File: config.mk
export PLATFORM = sky130hd
export DESIGN_NAME = front_panel_input_flat
export DESIGN_NICKNAME = d
export VERILOG_FILES = /design/src/rtl/front_panel_pkg.sv /design/src/rtl/front_panel_input_if.sv /design/src/rtl/button_debounce.sv /design/src/rtl/front_panel_input.sv /design/src/flat_wrapper.sv
export SDC_FILE = /design/constraint.sdc
export NUM_CORES = 1
export LEC_CHECK = 0
export CORE_MARGIN = 2
export CORE_UTILIZATION = 45
export DETAILED_ROUTE_END_ITERATION = 6
export PLACE_DENSITY_LB_ADDON = 0.1
export SLEW_MARGIN = 25
export SYNTH_ARGS = -nofsm -noshare
export SYNTH_HDL_FRONTEND = slang
export SYNTH_HIERARCHICAL = 1
export SYNTH_SLANG_ARGS = --single-unit
File: constraint.sdc
create_clock -name Clock -period 1.8 [get_ports Clock]
set_input_delay 0.45 -clock Clock [delete_from_list [all_inputs] [get_ports Clock]]
set_output_delay 0.45 -clock Clock [all_outputs]
set_load 0.005 [all_outputs]
File: src/rtl/front_panel_pkg.sv
// front_panel_pkg: shared data width and FSM state type for the front-panel input block
package front_panel_pkg;
   localparam int DATA_W = 10;
   typedef enum logic [1:0] {IDLE, ISSUE, WAIT_DONE} fp_state_t;
endpackage

File: src/rtl/front_panel_input_if.sv
// front_panel_input_if: panel/processor signals of front_panel_input
//   master: drives Switches, Execb_raw, Peekb_raw, Done; reads Din, Exec, Busy, Peekb
//   slave : the front_panel_input side of the same bundle
interface front_panel_input_if;
   import front_panel_pkg::*;
   logic [DATA_W-1:0] Switches;
   logic              Execb_raw;
   logic              Peekb_raw;
   logic              Done;
   logic [DATA_W-1:0] Din;
   logic              Exec;
   logic              Busy;
   logic              Peekb;
   modport master (output Switches, Execb_raw, Peekb_raw, Done, input Din, Exec, Busy, Peekb);
   modport slave  (input Switches, Execb_raw, Peekb_raw, Done, output Din, Exec, Busy, Peekb);
endinterface

File: src/rtl/button_debounce.sv
// button_debounce: two-flop synchronizer plus counter debouncer for one active-low button
//   Clock, Reset : system clock, synchronous active-high reset
//   raw          : asynchronous bouncy button level
//   stable       : debounced level, released (1) after reset
module button_debounce #(
   parameter int DEBOUNCE_CYCLES = 50000
) (
   input  logic Clock,
   input  logic Reset,
   input  logic raw,
   output logic stable
);
   localparam int CW = $clog2(DEBOUNCE_CYCLES);
   logic          s1_q, s2_q, stable_q, stable_d, differ, full;
   logic [CW-1:0] cnt_q, cnt_d;
   always_comb begin
      differ   = s2_q != stable_q;
      full     = cnt_q == CW'(DEBOUNCE_CYCLES - 1);
      stable_d = differ && full ? ~stable_q : stable_q;
      cnt_d    = differ && !full ? cnt_q + 1'b1 : '0;
   end
   // Synchronizer resets to released so a button held through reset is seen as a fresh press
   always_ff @(posedge Clock) begin
      if (Reset) begin
         s1_q     <= 1'b1;
         s2_q     <= 1'b1;
         stable_q <= 1'b1;
         cnt_q    <= '0;
      end else begin
         s1_q     <= raw;
         s2_q     <= s1_q;
         stable_q <= stable_d;
         cnt_q    <= cnt_d;
      end
   end
   assign stable = stable_q;
endmodule

File: src/rtl/front_panel_input.sv
// front_panel_input: debounced Execute/Peek buttons, switch capture and execute handshake
//   Clock, Reset : system clock, synchronous active-high reset
//   fp (slave)   : Switches/Execb_raw/Peekb_raw/Done in, Din/Exec/Busy/Peekb out
module front_panel_input
   import front_panel_pkg::*;
#(
   parameter int DEBOUNCE_CYCLES = 50000
) (
   input  logic                Clock,
   input  logic                Reset,
   front_panel_input_if.slave  fp
);
   logic [DATA_W-1:0] sw1_q, sw2_q, din_q, din_d;
   logic              exec_stable, exec_prev_q, done_q, done2_q, press, done_rise;
   fp_state_t         state_q, state_d;
   button_debounce #(.DEBOUNCE_CYCLES(DEBOUNCE_CYCLES)) u_exec (
      .Clock (Clock),
      .Reset (Reset),
      .raw   (fp.Execb_raw),
      .stable(exec_stable)
   );
   button_debounce #(.DEBOUNCE_CYCLES(DEBOUNCE_CYCLES)) u_peek (
      .Clock (Clock),
      .Reset (Reset),
      .raw   (fp.Peekb_raw),
      .stable(fp.Peekb)
   );
   // Done is registered twice so a level already high on entry never looks like a rise
   always_comb begin
      press     = exec_prev_q & ~exec_stable;
      done_rise = done_q & ~done2_q;
      state_d   = state_q;
      din_d     = din_q;
      case (state_q)
         IDLE: begin
            state_d = press ? ISSUE : IDLE;
            din_d   = press ? sw2_q : din_q;
         end
         ISSUE:     state_d = WAIT_DONE;
         WAIT_DONE: state_d = done_rise ? IDLE : WAIT_DONE;
         default:   state_d = IDLE;
      endcase
   end
   always_ff @(posedge Clock) begin
      if (Reset) begin
         sw1_q       <= '0;
         sw2_q       <= '0;
         din_q       <= '0;
         exec_prev_q <= 1'b1;
         done_q      <= 1'b0;
         done2_q     <= 1'b0;
         state_q     <= IDLE;
      end else begin
         sw1_q       <= fp.Switches;
         sw2_q       <= sw1_q;
         din_q       <= din_d;
         exec_prev_q <= exec_stable;
         done_q      <= fp.Done;
         done2_q     <= done_q;
         state_q     <= state_d;
      end
   end
   assign fp.Din  = din_q;
   assign fp.Exec = state_q == ISSUE;
   assign fp.Busy = state_q != IDLE;
endmodule

File: src/flat_wrapper.sv
// flat-port wrapper written by rule: the top's interface ports become plain ports
module front_panel_input_flat import front_panel_pkg::*;
#(
   parameter int DEBOUNCE_CYCLES = 50000
)
  (Clock, Reset, fp_Switches, fp_Execb_raw, fp_Peekb_raw, fp_Done, fp_Din, fp_Exec, fp_Busy, fp_Peekb);
  front_panel_input_if fp_i ();
  input  logic Clock;
  input  logic Reset;
  input wire logic [$bits(fp_i.Switches)-1:0] fp_Switches;
  input wire logic [$bits(fp_i.Execb_raw)-1:0] fp_Execb_raw;
  input wire logic [$bits(fp_i.Peekb_raw)-1:0] fp_Peekb_raw;
  input wire logic [$bits(fp_i.Done)-1:0] fp_Done;
  output wire logic [$bits(fp_i.Din)-1:0] fp_Din;
  output wire logic [$bits(fp_i.Exec)-1:0] fp_Exec;
  output wire logic [$bits(fp_i.Busy)-1:0] fp_Busy;
  output wire logic [$bits(fp_i.Peekb)-1:0] fp_Peekb;
  assign fp_i.Switches = fp_Switches;
  assign fp_i.Execb_raw = fp_Execb_raw;
  assign fp_i.Peekb_raw = fp_Peekb_raw;
  assign fp_i.Done = fp_Done;
  assign fp_Din = fp_i.Din;
  assign fp_Exec = fp_i.Exec;
  assign fp_Busy = fp_i.Busy;
  assign fp_Peekb = fp_i.Peekb;
  front_panel_input #(.DEBOUNCE_CYCLES(DEBOUNCE_CYCLES)) u_core (.Clock(Clock), .Reset(Reset), .fp(fp_i));
endmodule
==> results of run 1 <==
[power by group through the flow]
| stage | logic [uW] | clock network [uW] | registers, uW |
|---|---|---|---|
| floorplan | 36.9 | 0 | 1690 |
| CTS | 85.7 | 1340 | 1650 |
| global route | 93.4 | 1410 | 1650 |
| detailed placement | 84.6 | 0 | 1690 |
| global placement | 84.0 | 0 | 1690 |
| finish | 83.7 | 1300 | 1650 |
[Yosys cell counts, drive strengths merged (4+ instances only)]
cell,n,area share (%)
nor2,36,5.0
inv,6,0.84
nor4,4,0.93
or4,4,1.4
xnor2,20,6.5
xor2,8,2.6
or4b,5,2.0
a21oi,13,2.4
nor2b,23,5.4
nor3,10,1.9
dfxtp,73,54
nand2,30,4.4
or2,6,1.4
nand4,8,1.9
nand3,8,1.5
[registers in the layout, summed over array words and instances, names as in the netlist]
signal,flops
u_core/state_q,2
u_core/u_exec/s2_q,1
u_core/u_peek/cnt_q,16
u_core/sw2_q,10
u_core/u_peek/stable,1
u_core/u_exec/stable,1
u_core/u_exec/s1_q,1
u_core/sw1_q,10
u_core/u_exec/cnt_q,16
u_core/u_peek/s2_q,1
u_core/done2_q,1
u_core/done_q,1
u_core/fp.Din,10
u_core/exec_prev_q,1
u_core/u_peek/s1_q,1
[final cells by class]
| class | count | area share [%] |
|---|---|---|
| Sequential cell | 73 | 43.0 |
| Clock buffer | 11 | 4.45 |
| Multi-Input combinational cell | 192 | 34.3 |
| Tap cell | 75 | 2.76 |
| Timing Repair Buffer | 50 | 13.3 |
| Clock inverter | 4 | 1.54 |
| Inverter | 6 | 0.662 |
[worst max-delay path by stage]
| stage | from | to | slack, ps |
|---|---|---|---|
| final | u_core/u_exec/cnt_q[10] | u_core/u_exec/stable | -10 |
| after global routing | u_core/u_peek/cnt_q[10] | u_core/u_peek/stable | -40 |
| after CTS | u_core/u_peek/cnt_q[4] | u_core/u_peek/stable | -20 |
| after detailed placement | u_core/u_exec/cnt_q[10] | u_core/u_exec/cnt_q[3] | -60 |
| after global placement | u_core/u_exec/cnt_q[10] | u_core/u_exec/cnt_q[13] | -40 |
| after floorplan | u_core/u_exec/cnt_q[10] | u_core/u_exec/stable | 20 |
[metal layers]
| metal | GRT usage (%) | up-vias | routed length (um) |
|---|---|---|---|
| li1 | - | 1038 | - |
| met1 | 20.9 | 861 | 2380 |
| met2 | 24.6 | 29 | 2010 |
| met3 | 4.33 | 11 | 142 |
| met4 | 9.15 | 0 | 98 |
| met5 | 0 | - | 0 |
[kinds of logic (layout without fill, tap and decap cells)]
kind of cell / after synthesis / in the layout
AO/OA/AOI/OAI: 17 / 17
XOR/XNOR: 28 / 28
adder cells (fa/ha/maj): 2 / 2
buffers and inverters: 12 / 71
flip-flops: 73 / 73
AND/OR/NAND/NOR: 145 / 145
[timing repair]
item	4_1_cts	5_1_grt
endpoints found under the setup margin	32	30
resized for setup	7	0
hold endpoints to repair	0	0
pin swaps	5	2
[cell usage in the layout, fill, tap and decap left out, types with 3 or more instances in the layout]
master	synthesis	layout
sky130_fd_sc_hd__dfxtp_1	73	70
sky130_fd_sc_hd__nor2_1	36	36
sky130_fd_sc_hd__nand2_1	28	28
sky130_fd_sc_hd__clkdlybuf4s50_1	0	25
sky130_fd_sc_hd__nor2b_1	23	23
sky130_fd_sc_hd__buf_4	0	22
sky130_fd_sc_hd__xnor2_1	20	20
sky130_fd_sc_hd__a21oi_1	13	13
sky130_fd_sc_hd__clkbuf_8	0	11
sky130_fd_sc_hd__nor3_1	10	10
sky130_fd_sc_hd__nand3_1	8	8
sky130_fd_sc_hd__nand4_1	8	8
sky130_fd_sc_hd__xor2_1	8	8
sky130_fd_sc_hd__or2_2	6	6
sky130_fd_sc_hd__inv_1	6	6
sky130_fd_sc_hd__or4b_1	4	4
sky130_fd_sc_hd__nor4_1	4	4
sky130_fd_sc_hd__nand2b_1	3	3
sky130_fd_sc_hd__dfxtp_2	0	3
[per-stage QoR]
stage	cells	util, %
2_1_floorplan	277	-
3_3_place_gp	396	54.5
3_5_place_dp	396	54.5
4_1_cts	411	58.2
5_1_grt	411	58.2
6_report	411	58.2
==> flow_summary.toml, run 1 <==
[outcome]
run_status = "finished with violations"
violations = "setup timing"

[synth]
synth-async-reset-ratio_pct = 0
synthCells = 277
synthSimpleGateAreaFrac_pct = 29.4
post_synth_instance_area_sq_um = 2690
synth-compound-area-share_pct = 3.63
synth_adder_area_share_pct = 0.932
syn_warnings = 6
combinational_family_with_the_most_area_after_synthesis = "simple AND/OR/NAND/NOR gates"
syn_avg_cell_area_sq_um = 9.69
mappedNetlistNets = 294
synth.ff_latch_count = 73
yosysSeqAreaShare_pct = 54.4
synth_edf_count = 0
synth_ff_type = "sky130_fd_sc_hd__dfxtp_1"
ys_types = 29
muxShareOfSynthArea_pct = 0
xor_xnor_fraction_of_synth_area_pct = 9.13

[timing]
rsz0062_at_grt = "true"
setup_viol = 1
clock.fmax_mhz = 551
final.setup.worst_slack_ps = -15.0
fin_crit_sh_pct = 101
finClkSkew_ps = 10.2
timing.max_slew.rel_slack_pct = 58.0
fin_hold_ws_ps = 413
worstMarginPinSlew_ps = 627
finalSetupTns_ps = -15.0
final_hold_viol_count = 0
final-max-slew-violation-count = 0
min_cycle_time_layout_ps = 1810

[worst_setup_path]
timing.rr.start = "u_core/u_exec/cnt_q[10]"
timing.rr.end = "u_core/u_exec/stable"
critPathRequiredTime_ps = 2030
critPathLaunchType = "flop"
path_max_fanout = 4
critical_path.top_delay_family = "simple AND/OR/NAND/NOR gates"
worstPathArrival_ps = 2040
slowest_stage = "sky130_fd_sc_hd__or4_4"
cp.depth = 3
reg2reg_setup_slack_ps = -10
ff2ff_path_depth = 3
critical-path-max-stage-delay_ps = 590
crit_path_cell_trace = "or4b_1, or4_4, a211o_1"
critPathKind = "flop to flop"
cp_num_buf_inv = 0
cp-end-kind = "flop"

[routing]
drt.antenna.violating_nets = 0
first_iter_violations = 52
routed_wire_length_per_instance_um = 11.3
totalWireLength_um = 4630
drc = 0
drt_pass1_iterations = 4
num_vias = 1939
vias_per_cell = 4.72

[clock_tree]
setup_repair_bufs_after_cts = 0
register_clock_pin_slew_on_the_reported_worst_setup_and_hold_paths_ps = 80
worst_skew_pair.late_latency_ps = 340
cts-hold-fix-buffers = 0
tritoncts = "done"
cts_max_level = 3
cts_sinks = 73
ctsLongestPathBuffers = 2
numCtsBuffers = 9
cts.root.buffer_cell = "sky130_fd_sc_hd__clkbuf_8"

[placement]
globalplace.congestion = 0.745
standard_cell_area_after_detailed_placement_sq_um = 3190
portBuffers = 27
pre_cts_setup_slack_ps = -64.1
post-dp-hpwl_um = 3070

[min_path]
worst_hold_path.num_cells = 1
hold_path_class = "flop to flop"
min_to = "u_core/u_peek/s2_q"
hp-start = "u_core/u_peek/s1_q"

[floorplanning]
row_count = 28
vertical_die_dimension_um = 81.2
floorplan.die.width_um = 81.2
die_area_sq_um = 6600
floorplan.initialDensity_pct = 45.9
placeableCoreArea_sq_um = 5850
floorplan.io_pins = 28

[global_routing]
grt_first_pass_wirelength_um = 8140
first_global_vias = 1780
initial_antenna_violation_count = 0
grtUsageTotal_pct = 16.3
grt_start_max_net_pins = 25
overflow = 0

[power]
combinationalPowerShare_pct = 2.8
p_sw_share_pct = 20.6
p_int_uw = 2410
cellPowerDensity_nw_per_um2 = 890
static-leakage-power_uw = 0.00121
p_clk_share_pct = 42.8
pwr-share-seq_pct = 54.4
worst_supply_voltage_drop_on_vdd_uv = 458
report.power.total_uw = 3030
netSwitchingPower_uw = 624

[final_layout]
layout_cell_share_with_drive_strength_beyond_1_pct = 15.8
signed_area_change_from_the_synthesized_netlist_to_the_final_layout_pct = 26.8
final_net_count = 349
antenna_cells_inserted = 0
filler_cell_count = 519
final_design_area_no_fill_sq_um = 3400
seq_area_sq_um = 1470
area_of_combinational_cells_with_multiple_inputs_sq_um = 1170

[flow_run]
cap_viol_max_count = 0
Power figures use the tool's default switching activity.
==> inputs of run 2 (changes only) <==
CORE_ASPECT_RATIO = 0.7   (was unset)
TNS_END_PERCENT = 50   (was unset)
==> flow_summary.toml, run 2 (synthesis gave the netlist of run 1 again) <==
[worst_setup_path]
critPathKind = "flop to flop"
ff2ff_path_depth = 3
cp-end-kind = "flop"
critPathLaunchType = "flop"
critical_path.top_delay_family = "simple AND/OR/NAND/NOR gates"
reg2reg_setup_slack_ps = -30
timing.rr.end = "u_core/u_exec/stable"
slowest_stage = "sky130_fd_sc_hd__or4_4"
timing.rr.start = "u_core/u_exec/cnt_q[10]"
critical-path-max-stage-delay_ps = 600
path_max_fanout = 4
critPathRequiredTime_ps = 2040
worstPathArrival_ps = 2070
crit_path_cell_trace = "or4b_4, or4_4, a211o_1"
cp.depth = 3
cp_num_buf_inv = 0

[min_path]
worst_hold_path.num_cells = 1
hold_path_class = "flop to flop"
min_to = "u_core/u_exec/s2_q"
hp-start = "u_core/u_exec/s1_q"

[floorplanning]
floorplan.initialDensity_pct = 46.7
placeableCoreArea_sq_um = 5760
die_area_sq_um = 6610
floorplan.io_pins = 28
vertical_die_dimension_um = 68.6
row_count = 23
floorplan.die.width_um = 96.3

[final_layout]
antenna_cells_inserted = 0
top_regs = "u_core/u_exec/cnt_q (16), u_core/u_peek/cnt_q (16)"
layout_cell_share_with_drive_strength_beyond_1_pct = 16.7
signed_area_change_from_the_synthesized_netlist_to_the_final_layout_pct = 26.7
layout_commonest_cell = "sky130_fd_sc_hd__dfxtp_1"
filler_cell_count = 520
layout_common_cells = "sky130_fd_sc_hd__dfxtp_1, sky130_fd_sc_hd__nor2_1, sky130_fd_sc_hd__nand2_1, sky130_fd_sc_hd__clkdlybuf4s50_1, sky130_fd_sc_hd__nor2b_1"
final_net_count = 348
final_design_area_no_fill_sq_um = 3400

[clock_tree]
worst_skew_pair.late_latency_ps = 350
cts_sinks = 73
cts_max_level = 3
tritoncts = "done"
cts-hold-fix-buffers = 0
numCtsBuffers = 9
cts.root.buffer_cell = "sky130_fd_sc_hd__clkbuf_8"
ctsLongestPathBuffers = 2
register_clock_pin_slew_on_the_reported_worst_setup_and_hold_paths_ps = 80

[global_routing]
grt_first_pass_wirelength_um = 8060
grt_met1_use_pct = 21.9
initial_antenna_violation_count = 0
gr-max-usage-layer = "met2"
overflow = 0
first_global_vias = 1768
grt_start_max_net_pins = 31
grtUsageTotal_pct = 16.7
use_met2_pct = 23.9
grt.met3_usage_pct = 7.50

[power]
worst_supply_voltage_drop_on_vdd_uv = 413
cellPowerDensity_nw_per_um2 = 884
static-leakage-power_uw = 0.00120

[routing]
first_iter_violations = 49
drc = 0
num_vias = 1973
totalWireLength_um = 4640
drt_pass1_iterations = 4
routed_wire_length_per_instance_um = 11.3
vias_per_cell = 4.80
drt.antenna.violating_nets = 0

[timing]
finalSetupTns_ps = -25.9
clock.fmax_mhz = 548
final_hold_viol_count = 0
final-max-slew-violation-count = 0
worstMarginPinSlew_ps = 573
timing.max_slew.rel_slack_pct = 61.7
setup_viol = 1
min_cycle_time_layout_ps = 1830
final.setup.worst_slack_ps = -25.9
rsz0062_at_grt = "true"
finClkSkew_ps = 7.25
fin_crit_sh_pct = 101

[outcome]
run_status = "finished with violations"
violations = "setup timing"

[flow_run]
cap_viol_max_count = 0

[placement]
globalplace.congestion = 0.783
post-dp-hpwl_um = 3280
portBuffers = 27
standard_cell_area_after_detailed_placement_sq_um = 3170
pre_cts_setup_slack_ps = -65.7
[run 2: power by group]
group	internal, uW	switching, uW	leakage, uW	total [uW]
Sequential	1640	7.16	0.000596	1650
Combinational	49.6	33.4	0.000504	83.0
Clock	651	626	0.000100	1280
[run 2: layer usage]
layer | routed length, um | share of wire [%] | up-vias
met5 | 0 | 0 | -
met4 | 60 | 1.3 | 0
met3 | 323 | 7.0 | 9
met2 | 1930 | 42 | 47
met1 | 2320 | 50 | 880
li1 | - | - | 1037
[run 2: area by class of cell]
class                   count  area, sq um  area share [%]
inverters                   6         22.5           0.662
multi-input cells         192         1180            34.8
flip-flops and latches     73         1470            43.2
clock inverters             7         77.6            2.28
well taps                  75         93.8            2.76
repair buffers             49          433            12.7
clock buffers               9          124            3.64
[run 2: worst max-delay path by stage]
stage / start / to
floorplan: u_core/u_exec/cnt_q[10] / u_core/u_exec/stable
global placement: u_core/u_peek/cnt_q[10] / u_core/u_peek/cnt_q[11]
detailed placement: u_core/u_exec/cnt_q[10] / u_core/u_exec/cnt_q[8]
CTS: u_core/u_exec/cnt_q[12] / u_core/u_exec/stable
global route: u_core/u_peek/cnt_q[4] / u_core/u_peek/cnt_q[6]
finish: u_core/u_exec/cnt_q[10] / u_core/u_exec/stable
[run 2: timing repair]
item	in CTS	in global routing
gates resized for setup	8	4
buffers inserted	0	0
pin swaps	4	1
hold endpoints to repair	0	0
endpoints found under the setup margin	32	23
[run 2: worst register-to-register path, stage by stage (launching register included)]
cell	delay, ps
sky130_fd_sc_hd__dfxtp_2	330
sky130_fd_sc_hd__or4b_4	520
sky130_fd_sc_hd__or4_4	600
sky130_fd_sc_hd__a211o_1	270
[run 2: through the flow]
step / hold slack (ps) / util [%] / cells / power [uW]
CTS: 411 / 58.9 / 411 / 3050
detailed placement: 392 / 55.1 / 395 / 1770
floorplan: 389 / - / 277 / 1720
global route: 426 / 59.1 / 411 / 3130
global placement: 392 / 55.1 / 395 / 1770
finish: 411 / 59.1 / 411 / 3010
